File: config.mk
export PLATFORM = sky130hd
export DESIGN_NAME = dff_scan_ctrl
export DESIGN_NICKNAME = d
export VERILOG_FILES = /design/src/rtl/dff_scan_ctrl_pkg.sv /design/src/rtl/dff_scan_ctrl_counter.sv /design/src/rtl/dff_scan_ctrl.sv
export SDC_FILE = /design/constraint.sdc
export NUM_CORES = 1
export LEC_CHECK = 0
export ABC_AREA = 1
export CAP_MARGIN = 5
export CELL_PAD_IN_SITES_DETAIL_PLACEMENT = 0
export CELL_PAD_IN_SITES_GLOBAL_PLACEMENT = 2
export CORE_MARGIN = 5
export CORE_UTILIZATION = 31
export CTS_CLUSTER_SIZE = 16
export DETAILED_ROUTE_END_ITERATION = 12
export PLACE_DENSITY_LB_ADDON = 0.3
export RECOVER_POWER = 25
export REMOVE_ABC_BUFFERS = 1
export SLEW_MARGIN = 20
export SYNTH_ARGS = -nofsm -noshare
export SYNTH_HDL_FRONTEND = slang
export SYNTH_SLANG_ARGS = --single-unit
File: constraint.sdc
create_clock -name clk -period 2.3 [get_ports clk]
set_input_delay 0.23 -clock clk [delete_from_list [all_inputs] [get_ports clk]]
set_output_delay 0.23 -clock clk [all_outputs]
set_load 0.01 [all_outputs]
File: src/rtl/dff_scan_ctrl_pkg.sv
// Shared definitions for the DFF scan-chain sequencer: state encodings,
// legal parameter limits and the counter sizing helper.
package dff_scan_ctrl_pkg;

   typedef enum logic [1:0] {
      S_IDLE   = 2'd0,
      S_SHIFT  = 2'd1,
      S_SETTLE = 2'd2,
      S_DONE   = 2'd3
   } state_t;

   localparam int WIDTH_MIN  = 2;
   localparam int WIDTH_MAX  = 32;
   localparam int SETTLE_MIN = 0;
   localparam int SETTLE_MAX = 15;

   // Bits needed to hold the largest reload value (WIDTH-1 or SETTLE_CYC-1).
   function automatic int cnt_width(input int width, input int settle);
      int m;
      int w;
      m = (width - 1 > settle - 1) ? width - 1 : settle - 1;
      w = $clog2(m + 1);
      return (w < 1) ? 1 : w;
   endfunction

endpackage

File: src/rtl/dff_scan_ctrl_counter.sv
// Loadable down-counter with zero flag; stops at zero rather than wrapping.
module cyc_counter #(
   parameter int CNT_W = 4
) (
   input  logic             clk,
   input  logic             rst,
   input  logic             load,
   input  logic [CNT_W-1:0] load_val,
   input  logic             dec,
   output logic             zero
);

   logic [CNT_W-1:0] count;

   // Reload has priority over decrement so a phase change restarts the count cleanly.
   always_ff @(posedge clk) begin
      if (rst)
         count <= '0;
      else if (load)
         count <= load_val;
      else if (dec && count != '0)
         count <= count - 1'b1;
   end

   assign zero = (count == '0);

endmodule

File: src/rtl/dff_scan_ctrl.sv
// Sequencer for a serial DFF chain: loads a parallel word, shifts it into the
// chain one bit per clock while capturing the bits leaving the tail, then
// reports the old chain contents with a one-cycle done pulse.
module dff_scan_ctrl
   import dff_scan_ctrl_pkg::*;
#(
   parameter int WIDTH      = 8,
   parameter int SETTLE_CYC = 2,
   parameter int MSB_FIRST  = 1
) (
   input  logic             clk,
   input  logic             rst,
   input  logic             in_valid,
   output logic             in_ready,
   input  logic [WIDTH-1:0] in_data,
   input  logic             abort,
   input  logic             sin,
   output logic             sdout,
   output logic             shift_en,
   output logic             busy,
   output logic             done,
   output logic [WIDTH-1:0] rd_data
);

   localparam int CNT_W = cnt_width(WIDTH, SETTLE_CYC);
   localparam logic [CNT_W-1:0] SHIFT_LD  = CNT_W'(WIDTH - 1);
   localparam logic [CNT_W-1:0] SETTLE_LD = CNT_W'((SETTLE_CYC > 0) ? SETTLE_CYC - 1 : 0);

   state_t           state;
   logic [WIDTH-1:0] sreg;
   logic [WIDTH-1:0] cap;
   logic [WIDTH-1:0] cap_next;
   logic             head;
   logic             accept;
   logic             cnt_load;
   logic [CNT_W-1:0] cnt_load_val;
   logic             cnt_dec;
   logic             cnt_zero;

   assign accept = (state == S_IDLE) && in_valid;
   assign head   = (MSB_FIRST != 0) ? sreg[WIDTH-1] : sreg[0];

   // One counter serves both phases: loaded for the shift at accept, and for the
   // settle phase on the last shift cycle.
   assign cnt_load     = accept || ((state == S_SHIFT) && cnt_zero && (SETTLE_CYC != 0));
   assign cnt_load_val = accept ? SHIFT_LD : SETTLE_LD;
   assign cnt_dec      = (state == S_SHIFT) || (state == S_SETTLE);

   cyc_counter #(.CNT_W(CNT_W)) u_cnt (
      .clk      (clk),
      .rst      (rst),
      .load     (cnt_load),
      .load_val (cnt_load_val),
      .dec      (cnt_dec),
      .zero     (cnt_zero)
   );

   // Capture shifts in the same direction as the data leaves, so the result is the old chain image.
   always_comb begin
      cap_next = cap;
      if (state == S_SHIFT)
         cap_next = (MSB_FIRST != 0) ? {cap[WIDTH-2:0], sin} : {sin, cap[WIDTH-1:1]};
   end

   // Data and capture registers need no reset: outputs are gated by state.
   always_ff @(posedge clk) begin
      if (accept)
         sreg <= in_data;
      else if (state == S_SHIFT)
         sreg <= (MSB_FIRST != 0) ? {sreg[WIDTH-2:0], 1'b0} : {1'b0, sreg[WIDTH-1:1]};
      cap <= cap_next;
   end

   // Control FSM; rd_data is written on the edge entering DONE, so it already holds the last captured bit.
   always_ff @(posedge clk) begin
      if (rst) begin
         state   <= S_IDLE;
         rd_data <= '0;
      end else begin
         case (state)
            S_IDLE: begin
               if (in_valid)
                  state <= S_SHIFT;
            end
            S_SHIFT: begin
               if (abort)
                  state <= S_IDLE;
               else if (cnt_zero) begin
                  if (SETTLE_CYC == 0) begin
                     state   <= S_DONE;
                     rd_data <= cap_next;
                  end else begin
                     state <= S_SETTLE;
                  end
               end
            end
            S_SETTLE: begin
               if (abort)
                  state <= S_IDLE;
               else if (cnt_zero) begin
                  state   <= S_DONE;
                  rd_data <= cap_next;
               end
            end
            S_DONE:  state <= S_IDLE;
            default: state <= S_IDLE;
         endcase
      end
   end

   assign in_ready = (state == S_IDLE);
   assign busy     = (state != S_IDLE);
   assign shift_en = (state == S_SHIFT);
   assign sdout    = (state == S_SHIFT) && head;
   assign done     = (state == S_DONE);

endmodule

# Word level (Yosys, flattened, before mapping)
# Cells that the tools add are included.
[totals]
ff_bits = 29
[op_classes]
addsub = 1
n_reduce_logical = 14
muxes = 12
n_bitwise = 1
n_eq_ne = 6
[op_table]
columns = ["cell", "count"]
rows = [
  ["8-bit two-way mux", 3],
  ["2-bit two-way mux", 5],
  ["3-bit two-way mux", 3],
  ["2-bit case mux with 4 select lines", 1],
  ["3-bit AND reduction", 2],
  ["2-bit nonzero test", 3],
  ["2-bit equality test, second input constant", 2],
  ["1-bit logical AND", 4],
  ["3-bit zero test", 1],
  ["3-bit by 2-bit inequality test with 1-bit output, second input constant", 1],
  ["3-bit inequality test, second input constant", 1],
  ["3-bit nonzero test", 1],
  ["3-bit by 1-bit subtractor with 3-bit output, second input constant", 1],
  ["2-bit by 1-bit equality test with 1-bit output, second input constant", 1],
  ["2-bit zero test", 1],
  ["1-bit logical OR", 2],
  ["2-bit inequality test, second input constant", 1],
  ["1-bit inverter", 1],
]

# Logic depth before layout (Yosys ltp)
# Gate-level depths: netlist (run 1).
[logic_depth]
depth_word = 5
mapped_depth = 9
mapped_depth_nobuf = 9

# Modules after synthesis
# From an unflattened synthesis (run 1), not the netlist that was laid out.
[hier_totals]
hier_cells = 165
hier_area_um2 = 1307.5
[modules_own_cells]
columns = ["mod", "area_per_inst_um2", "n_inst", "cells_per_inst"]
rows = [
  ["dff_scan_ctrl", 1106.1, 1, 131],
  ["cyc_counter", 201.4, 1, 34],
]

# Worst setup path after synthesis (run 1)
# Ideal clock, no wire load.
[synth_timing]
path_kind = "reg2reg"
start = "register state[0]"
end = "register sreg[0], enable pin"
setup_ps = 329
required_ps = 1971
path_stages_with_launch = 6
n_path_buf = 1
setup_slack_ps = 802
arrival_ps = 1169
synth_period_minus_slack_ps = 1498
cell_sequence = "dfxtp_1 inv_1 ha_1 nand2_1 buf_2 nand2_1"
[synth_between]
elab_chain_len = 3
word_cells_on_any_way = 4
cone_classes = "eq/ne (1); reduce/logical (3)"
[synth_rtl]
columns = ["element", "line", "rtl"]
rows = [
  ["start: declaration", "dff_scan_ctrl.sv:29", "state_t state;"],
  ["start signal: assignment", "dff_scan_ctrl.sv:77", "state <= S_IDLE;"],
  ["start signal: assignment", "dff_scan_ctrl.sv:83", "state <= S_SHIFT;"],
  ["start signal: assignment", "dff_scan_ctrl.sv:87", "state <= S_IDLE;"],
  ["2-bit zero test", "n/a", ""],
  ["via in_ready", "dff_scan_ctrl.sv:14", "output logic in_ready,"],
  ["1-bit logical AND", "dff_scan_ctrl.sv:40", "assign accept = (state == S_IDLE) && in_valid;"],
  ["2-bit nonzero test (no source line)", "n/a", ""],
  ["end signal: assignment", "dff_scan_ctrl.sv:68", "sreg <= in_data;"],
  ["end signal: assignment", "dff_scan_ctrl.sv:70", "sreg <= (MSB_FIRST != 0) ? {sreg[WIDTH-2:0], 1'b0} : {1'b0, sreg[WIDTH-1:1]};"],
  ["end: declaration", "dff_scan_ctrl.sv:30", "logic [WIDTH-1:0] sreg;"],
]
# The timed path passes the listed nets, and every way through them passes these cells.
# A chain may end at the register's enable or synchronous reset.

# Worst setup path after layout (run 1)
[layout_timing]
start = "register state[1]"
end = "output port sdout"
[layout_between]
elab_chain_len = 2
[layout_rtl]
columns = ["element", "line", "rtl"]
rows = [
  ["2-bit by 1-bit equality test with 1-bit output", "dff_scan_ctrl.sv:114", "assign sdout = (state == S_SHIFT) && head;"],
  ["1-bit logical AND", "dff_scan_ctrl.sv:114", ""],
  ["end: declaration", "dff_scan_ctrl.sv:18", "output logic sdout,"],
]
# No other way between the ends.

==> out/metrics.yaml, run 1 <==
sta:
  rsz0062_at_grt: "no"
  setup_viol: 0
  min_period_ps: 1981
  worstMarginPinSlew_ps: 471.1
  slew_headroom_pct: 68.56
  fin_crit_sh_pct: 86.11
  fmax_ghz: 0.5049
  maxSlewViolCount: 0
  clock_skew_ps: 7.808
  setup_tns_ps: 0
  hold_viol: 0
setup_path:
  critical_path_arrival_ps: 1750
  critPathTopFamily: "buffers and inverters"
  slowest_delay_ps: 530
  crit_path_start_kind: "flop"
  cpMaxStageDelayCell: "clkdlybuf4s50_1"
  crit_type: "reg2out"
  cp_common_cell: "inv_1"
  path_cells: "inv_1 > ha_2 > nand2_1 > inv_1 > clkdlybuf4s50_1"
  endpoint_kind: "primary output"
  path_buf_inv: 3
  crit_required_ps: 2070
  cp_max_fo: 12
cells_and_area:
  final_util_pct: 42.09
  regArea_sq_um: 660.6
  area.growth.synth_to_final_pct: 29.14
  fillCellCount: 418
  diodes: 0
  multi_input_area_sq_um: 573.1
  nets: 217
  drive_gt1_share_pct: 8.586
clock_tree:
  cts_resized: 0
  tritoncts: "done"
  clockBufferDepth: 2
  htreeDepth: 2
  postCtsHoldBufs: 0
  cts.sinks: 29
  numCtsBuffers: 5
  clock_latency_ps: 290
  path_clk_slew_ps: 70
  cts_setup_buffers: 0
  root_buffer: "clkbuf_8"
global_routing:
  grt.total_usage_pct: 11.10
  antenna_found_initial: 0
  grt_pass1_vias: 1058
  grt_max_degree: 14
  grt_pass1_wl_mm: 4.636
  grt-ovfl-total: 0
synth:
  synth_cell_type_count: 22
  synthCells: 167
  synthTopCellsByCount: "nand2_1, dfxtp_1, nor2_1, inv_1, o21ai_0"
  synth.cell_area_sq_mm: 0.001323
  synth_edf_count: 8
  ys.flop_type: "dfxtp_1"
  synth.area.top_cells: "dfxtp_1, edfxtp_1, nand2_1"
  synth_top_area_cell: "dfxtp_1"
  avgSynthCellArea_sq_um: 7.919
  yosysSeqAreaShare_pct: 49.95
  ys_ff_latch: 29
  synth.most_common_cell: "nand2_1"
  synthArstFlopShare_pct: 0
  synth_top_area_share_pct: 31.79
  yosysWarningCount: 0
outcome:
  status: "completed"
routing:
  wl_per_cell_microns: 10.96
  drt_iter0_drc: 36
  vias_per_cell: 4.327
  routed_wl_mm: 2.719
  drcViolationCount: 0
  dr.pass1.iters: 4
  vias: 1073
  ant_nets: 0
die:
  initial_utilization_pct: 32.59
  rows: 23
  dieArea_sq_mm: 0.005672
  die_x_microns: 75.32
  die_h_microns: 75.32
  core_area_sq_mm: 0.004058
  io_pins: 26
placed_design:
  dpl.hpwl_mm: 2.054
  port_buffers: 25
  gp_congestion: 0.7185
power_and_ir_drop:
  power_frac_comb_pct: 44.1
  ir_drop_v: 0.0004443
  swShare_pct: 39.14
  powerDensity_mw_per_mm2: 1305
  power_switching_mw: 0.8722
  p_seq_share_pct: 37.7
  power_leakage_nw: 0.8117
  pwr-share-clk_pct: 18.2
  internal_power_mw: 1.356
flow_run:
  drv_cap: 0
hold_path:
  hold_path.class: "reg2reg"
==> per-layer routing <==
layer / track usage [%] / part of all wire (%) / vias to the layer above
li1: - / - / 579
met1: 12.90 / 48 / 465
met2: 17.55 / 43 / 23
met3: 4.485 / 6.8 / 6
met4: 5.825 / 2.4 / 0
met5: 0 / 0 / -
==> worst min-delay path, stage by stage (launching register included) <==
cell and delay, ps:
dfxtp_1 310, nand2_1 40, o21ai_0 80
==> registers in the layout (all words and copies together) (netlist names) <==
| name | flops |
|---|---|
| cap | 8 |
| rd_data | 8 |
| sreg | 8 |
| u_cnt.count | 3 |
| state | 2 |
==> power groups by stage <==
| stage | Clock [mW] | Sequential (mW) | Combinational [mW] |
|---|---|---|---|
| 2_1_floorplan | 0 | 0.843 | 0.685 |
| 3_3_place_gp | 0 | 0.848 | 0.981 |
| 3_5_place_dp | 0 | 0.852 | 1.00 |
| 4_1_cts | 0.418 | 0.841 | 1.01 |
| 5_1_grt | 0.443 | 0.863 | 1.15 |
| 6_report | 0.407 | 0.840 | 0.982 |
==> area by class of cell <==
| type | instances | share of cell area, % |
|---|---|---|
| clock inverters | 2 | 0.5861 |
| flip-flops and latches | 29 | 38.68 |
| clock buffers | 6 | 4.249 |
| well taps | 50 | 3.663 |
| multi-input cells | 116 | 33.55 |
| repair buffers | 26 | 15.09 |
| inverters | 19 | 4.176 |
==> cell families (layout without fill, tap and decap cells) <==
group,count (synthesis),after routing,synth area share [%]
AO/OA/AOI/OAI,19,19,7.380
AND/OR/NAND/NOR,89,89,28.48
buffers and inverters,22,53,6.906
adder cells (fa/ha/maj),7,7,6.622
flip-flops,29,29,49.95
XOR/XNOR,1,1,0.6624
==> metrics by stage <==
step / cells / setup WS, ps / power (mW) / hold slack (ps) / instance area, sq um
after floorplan: 164 / 779.9 / 1.529 / 355.0 / 1303
after global placement: 240 / 515.7 / 1.829 / 454.4 / 1623
after detailed placement: 240 / 464.3 / 1.854 / 455.1 / 1623
after CTS: 248 / 140.1 / 2.265 / 471.5 / 1705
after global routing: 248 / 141.4 / 2.454 / 495.7 / 1708
final: 248 / 319.4 / 2.228 / 464.7 / 1708
==> final timing paths <==
| check | startpoint | to | slack (ps) | cells after the start |
|---|---|---|---|---|
| setup / recovery | state[1]$_SDFFE_PP0P_ | sdout | 320 | 5 |
| hold / removal | cap[7]$_DFF_P_ | cap[7]$_DFF_P_ | 460 | 2 |
| setup reg to reg | state[1]$_SDFFE_PP0P_ | sreg[0]$_SDFFCE_PN0P_ | 640 | 4 |
| hold reg to reg | cap[7]$_DFF_P_ | cap[7]$_DFF_P_ | 460 | 2 |
==> layout by cell type (no fill, tap or decap), drive strengths merged <==
| master | n |
|---|---|
| a21oi | 8 |
| buf | 1 |
| clkbuf | 6 |
| clkdlybuf4s50 | 21 |
| clkinv | 2 |
| dfxtp | 21 |
| dlygate4sd3 | 4 |
| edfxtp | 8 |
| ha | 7 |
| inv | 19 |
| nand2 | 60 |
| nand3 | 4 |
| nand4 | 3 |
| nor2 | 20 |
| o21ai | 10 |
| o21bai | 1 |
| or2 | 2 |
| xor2 | 1 |
Power figures use the tool's default switching activity.
==> inputs of run 2 (changes only) <==
--- a/config.mk
+++ b/config.mk
@@ -10,7 +10,7 @@
 export CELL_PAD_IN_SITES_DETAIL_PLACEMENT = 0
 export CELL_PAD_IN_SITES_GLOBAL_PLACEMENT = 2
 export CORE_MARGIN = 5
-export CORE_UTILIZATION = 31
+export CORE_UTILIZATION = 29
 export CTS_CLUSTER_SIZE = 16
 export DETAILED_ROUTE_END_ITERATION = 12
 export PLACE_DENSITY_LB_ADDON = 0.3
==> constraint.sdc (replaced) <==
create_clock -name clk -period 2.1 [get_ports clk]
set_input_delay 0.21 -clock clk [delete_from_list [all_inputs] [get_ports clk]]
set_output_delay 0.21 -clock clk [all_outputs]
set_load 0.01 [all_outputs]
==> run 2 against run 1 <==
  * Total power rose by 11%
  * Setup slack got worse by 130 ps
  * Worst hold slack improved by 1.0 ps
  * Die area rose by 6.0%
==> out/metrics.yaml, run 2 (same netlist as run 1, synthesis figures left out) <==
outcome:
  status: "completed"  # unchanged
global_routing:
  grt.total_usage_pct: 9.998  # was 11.10%
  globalRouteMet3Util_pct: 4.514  # was 4.485%
  grt_util_met1_pct: 11.87  # was 12.90%
  grt_pass1_wl_mm: 4.788  # was 4.636 mm
  top_usage_layer: "met2"  # unchanged
  grt_max_degree: 14  # unchanged
  grt_pass1_vias: 1048  # was 1058
  grt-ovfl-total: 0  # unchanged
  antenna_found_initial: 0  # unchanged
  gr-usage-met2_pct: 15.66  # was 17.55%
die:
  dieArea_sq_mm: 0.006011  # was 0.005672 sq mm
  io_pins: 26  # unchanged
  rows: 24  # was 23
  die_x_microns: 77.53  # was 75.32 microns
  core_area_sq_mm: 0.004384  # was 0.004058 sq mm
  initial_utilization_pct: 30.17  # was 32.59%
  die_h_microns: 77.53  # was 75.32 microns
hold_path:
  hold-path-endpoint: "cap[5]$_DFF_P_"  # was cap[7]$_DFF_P_
  hold_path.class: "reg2reg"  # unchanged
  min_path_cells: 2  # unchanged
  hp-start: "cap[5]$_DFF_P_"  # was cap[7]$_DFF_P_
clock_tree:
  htreeDepth: 2  # unchanged
  cts_resized: 0  # unchanged
  path_clk_slew_ps: 70  # about the same
  root_buffer: "clkbuf_8"  # unchanged
  tritoncts: "done"  # unchanged
  clock_latency_ps: 280  # was 290 ps
  cts.sinks: 29  # unchanged
  numCtsBuffers: 5  # unchanged
  cts_setup_buffers: 0  # unchanged
  postCtsHoldBufs: 0  # unchanged
  clockBufferDepth: 2  # unchanged
cells_and_area:
  multi_input_area_sq_um: 570.5  # was 573.1 sq um
  fillCellCount: 484  # was 418
  area.growth.synth_to_final_pct: 30.18  # was 29.14%
  nets: 219  # was 217
  drive_gt1_share_pct: 9.000  # was 8.586%
  regArea_sq_um: 660.6  # unchanged
  final_util_pct: 39.27  # was 42.09%
  final_common_cell: "nand2_1"  # unchanged
  reg_top3: "cap x8, rd_data x8, sreg x8"  # unchanged
  final_cell_mix: "nand2_1, dfxtp_1, clkdlybuf4s50_1, inv_1, nor2_1"  # unchanged
  stdcell_count: 252  # was 248
  diodes: 0  # unchanged
sta:
  slew_headroom_pct: 72.37  # was 68.56%
  hold_slack_ps: 465.7  # was 464.7 ps
  setup_tns_ps: 0  # unchanged
  setup_viol: 0  # unchanged
  fmax_ghz: 0.5238
  hold_viol: 0  # unchanged
  min_period_ps: 1909
  clock_skew_ps: 6.312  # was 7.808 ps
  maxSlewViolCount: 0  # unchanged
  fin_crit_sh_pct: 90.91
  worstMarginPinSlew_ps: 413.9  # was 471.1 ps
  rsz0062_at_grt: "no"  # unchanged
setup_path:
  cp.depth: 5  # unchanged
  cp_common_cell: "inv_1"  # unchanged
  r2r-end: "u_cnt.count[2]$_SDFFE_PP0P_"  # was sreg[0]$_SDFFCE_PN0P_
  cp_max_fo: 7  # was 12
  endpoint_kind: "primary output"  # unchanged
  critPathTopFamily: "buffers and inverters"  # unchanged
  ff2ff_path_depth: 8  # was 4
  slowest_delay_ps: 520  # was 530 ps
  crit_path_start_kind: "flop"  # unchanged
  r2r_slack_ps: 430  # was 640 ps
  path_buf_inv: 3  # unchanged
  crit_type: "reg2out"  # unchanged
  critical_path_arrival_ps: 1700  # was 1750 ps
  crit_required_ps: 1890  # was 2070 ps
  path_cells: "inv_1 > ha_1 > nand2_1 > inv_1 > clkdlybuf4s50_1"  # was inv_1 > ha_2 > nand2_1 > inv_1 > clkdlybuf4s50_1
  cpMaxStageDelayCell: "clkdlybuf4s50_1"  # unchanged
  rr_startpoint: "state[1]$_SDFFE_PP0P_"  # unchanged
placed_design:
  port_buffers: 25  # unchanged
  dpl.hpwl_mm: 2.160  # was 2.054 mm
  gp_congestion: 0.6993  # was 0.7185
  dpl.cell_count: 244  # was 240
routing:
  vias_per_cell: 4.417  # was 4.327
  dr.pass1.iters: 4  # unchanged
  drt_iter0_drc: 35  # was 36
  ant_nets: 0  # unchanged
  vias: 1113  # was 1073
  routed_wl_mm: 2.900  # was 2.719 mm
  wl_per_cell_microns: 11.51  # was 10.96 microns
  drcViolationCount: 0  # unchanged
power_and_ir_drop:
  powerDensity_mw_per_mm2: 1436  # was 1305 mW/mm^2
  total_power_mw: 2.472  # was 2.228 mW
  ir_drop_v: 0.0007847  # was 0.0004443 V
  power_leakage_nw: 0.8263  # was 0.8117 nW
flow_run:
  drv_cap: 0  # unchanged
run 2: per-stage QoR:
step	setup slack (ps)	instance area [sq um]
after floorplan	579.9	1303
after global placement	489.7	1640
after detailed placement	458.2	1640
after CTS	143.9	1725
after global routing	47.45	1722
final	190.9	1722
run 2: power breakdown:
part	switching, mW	internal (mW)	total (mW)
registers	0.0924	0.835	0.928
clock network	0.224	0.229	0.453
logic	0.666	0.426	1.09
total	0.982	1.49	2.47
run 2: final cells by class:
| type | instances | share of cell area [%] |
|---|---|---|
| sequential | 29 | 38.37 |
| clock buffer | 5 | 3.997 |
| clock inverter | 3 | 0.9448 |
| timing repair buffer | 28 | 15.63 |
| inverter | 19 | 4.142 |
| multi-input combinational | 116 | 33.14 |
| tap | 52 | 3.779 |
run 2: how the worst max path moves through the flow:
stage                          startpoint                           to  slack [ps]
CTS                 state[1]$_SDFFE_PP0P_                        sdout         140
floorplan           state[0]$_SDFFE_PP0P_  u_cnt.count[1]$_SDFFE_PP0P_         580
global route        state[1]$_SDFFE_PP0P_                        sdout          50
detailed placement  state[1]$_SDFFE_PP0P_                        sdout         460
global placement    state[1]$_SDFFE_PP0P_                        sdout         490
finish              state[1]$_SDFFE_PP0P_                        sdout         190
run 2: per-layer routing:
layer	up-vias	part of all wire [%]
met5	-	0
met4	0	1.0
met3	4	5.7
met2	27	43
met1	497	50
li1	585	-
run 2: worst min-delay path: stages (launching register included):
cell and delay [ps]:
dfxtp_1 310, nand2_1 60, nand2_1 50
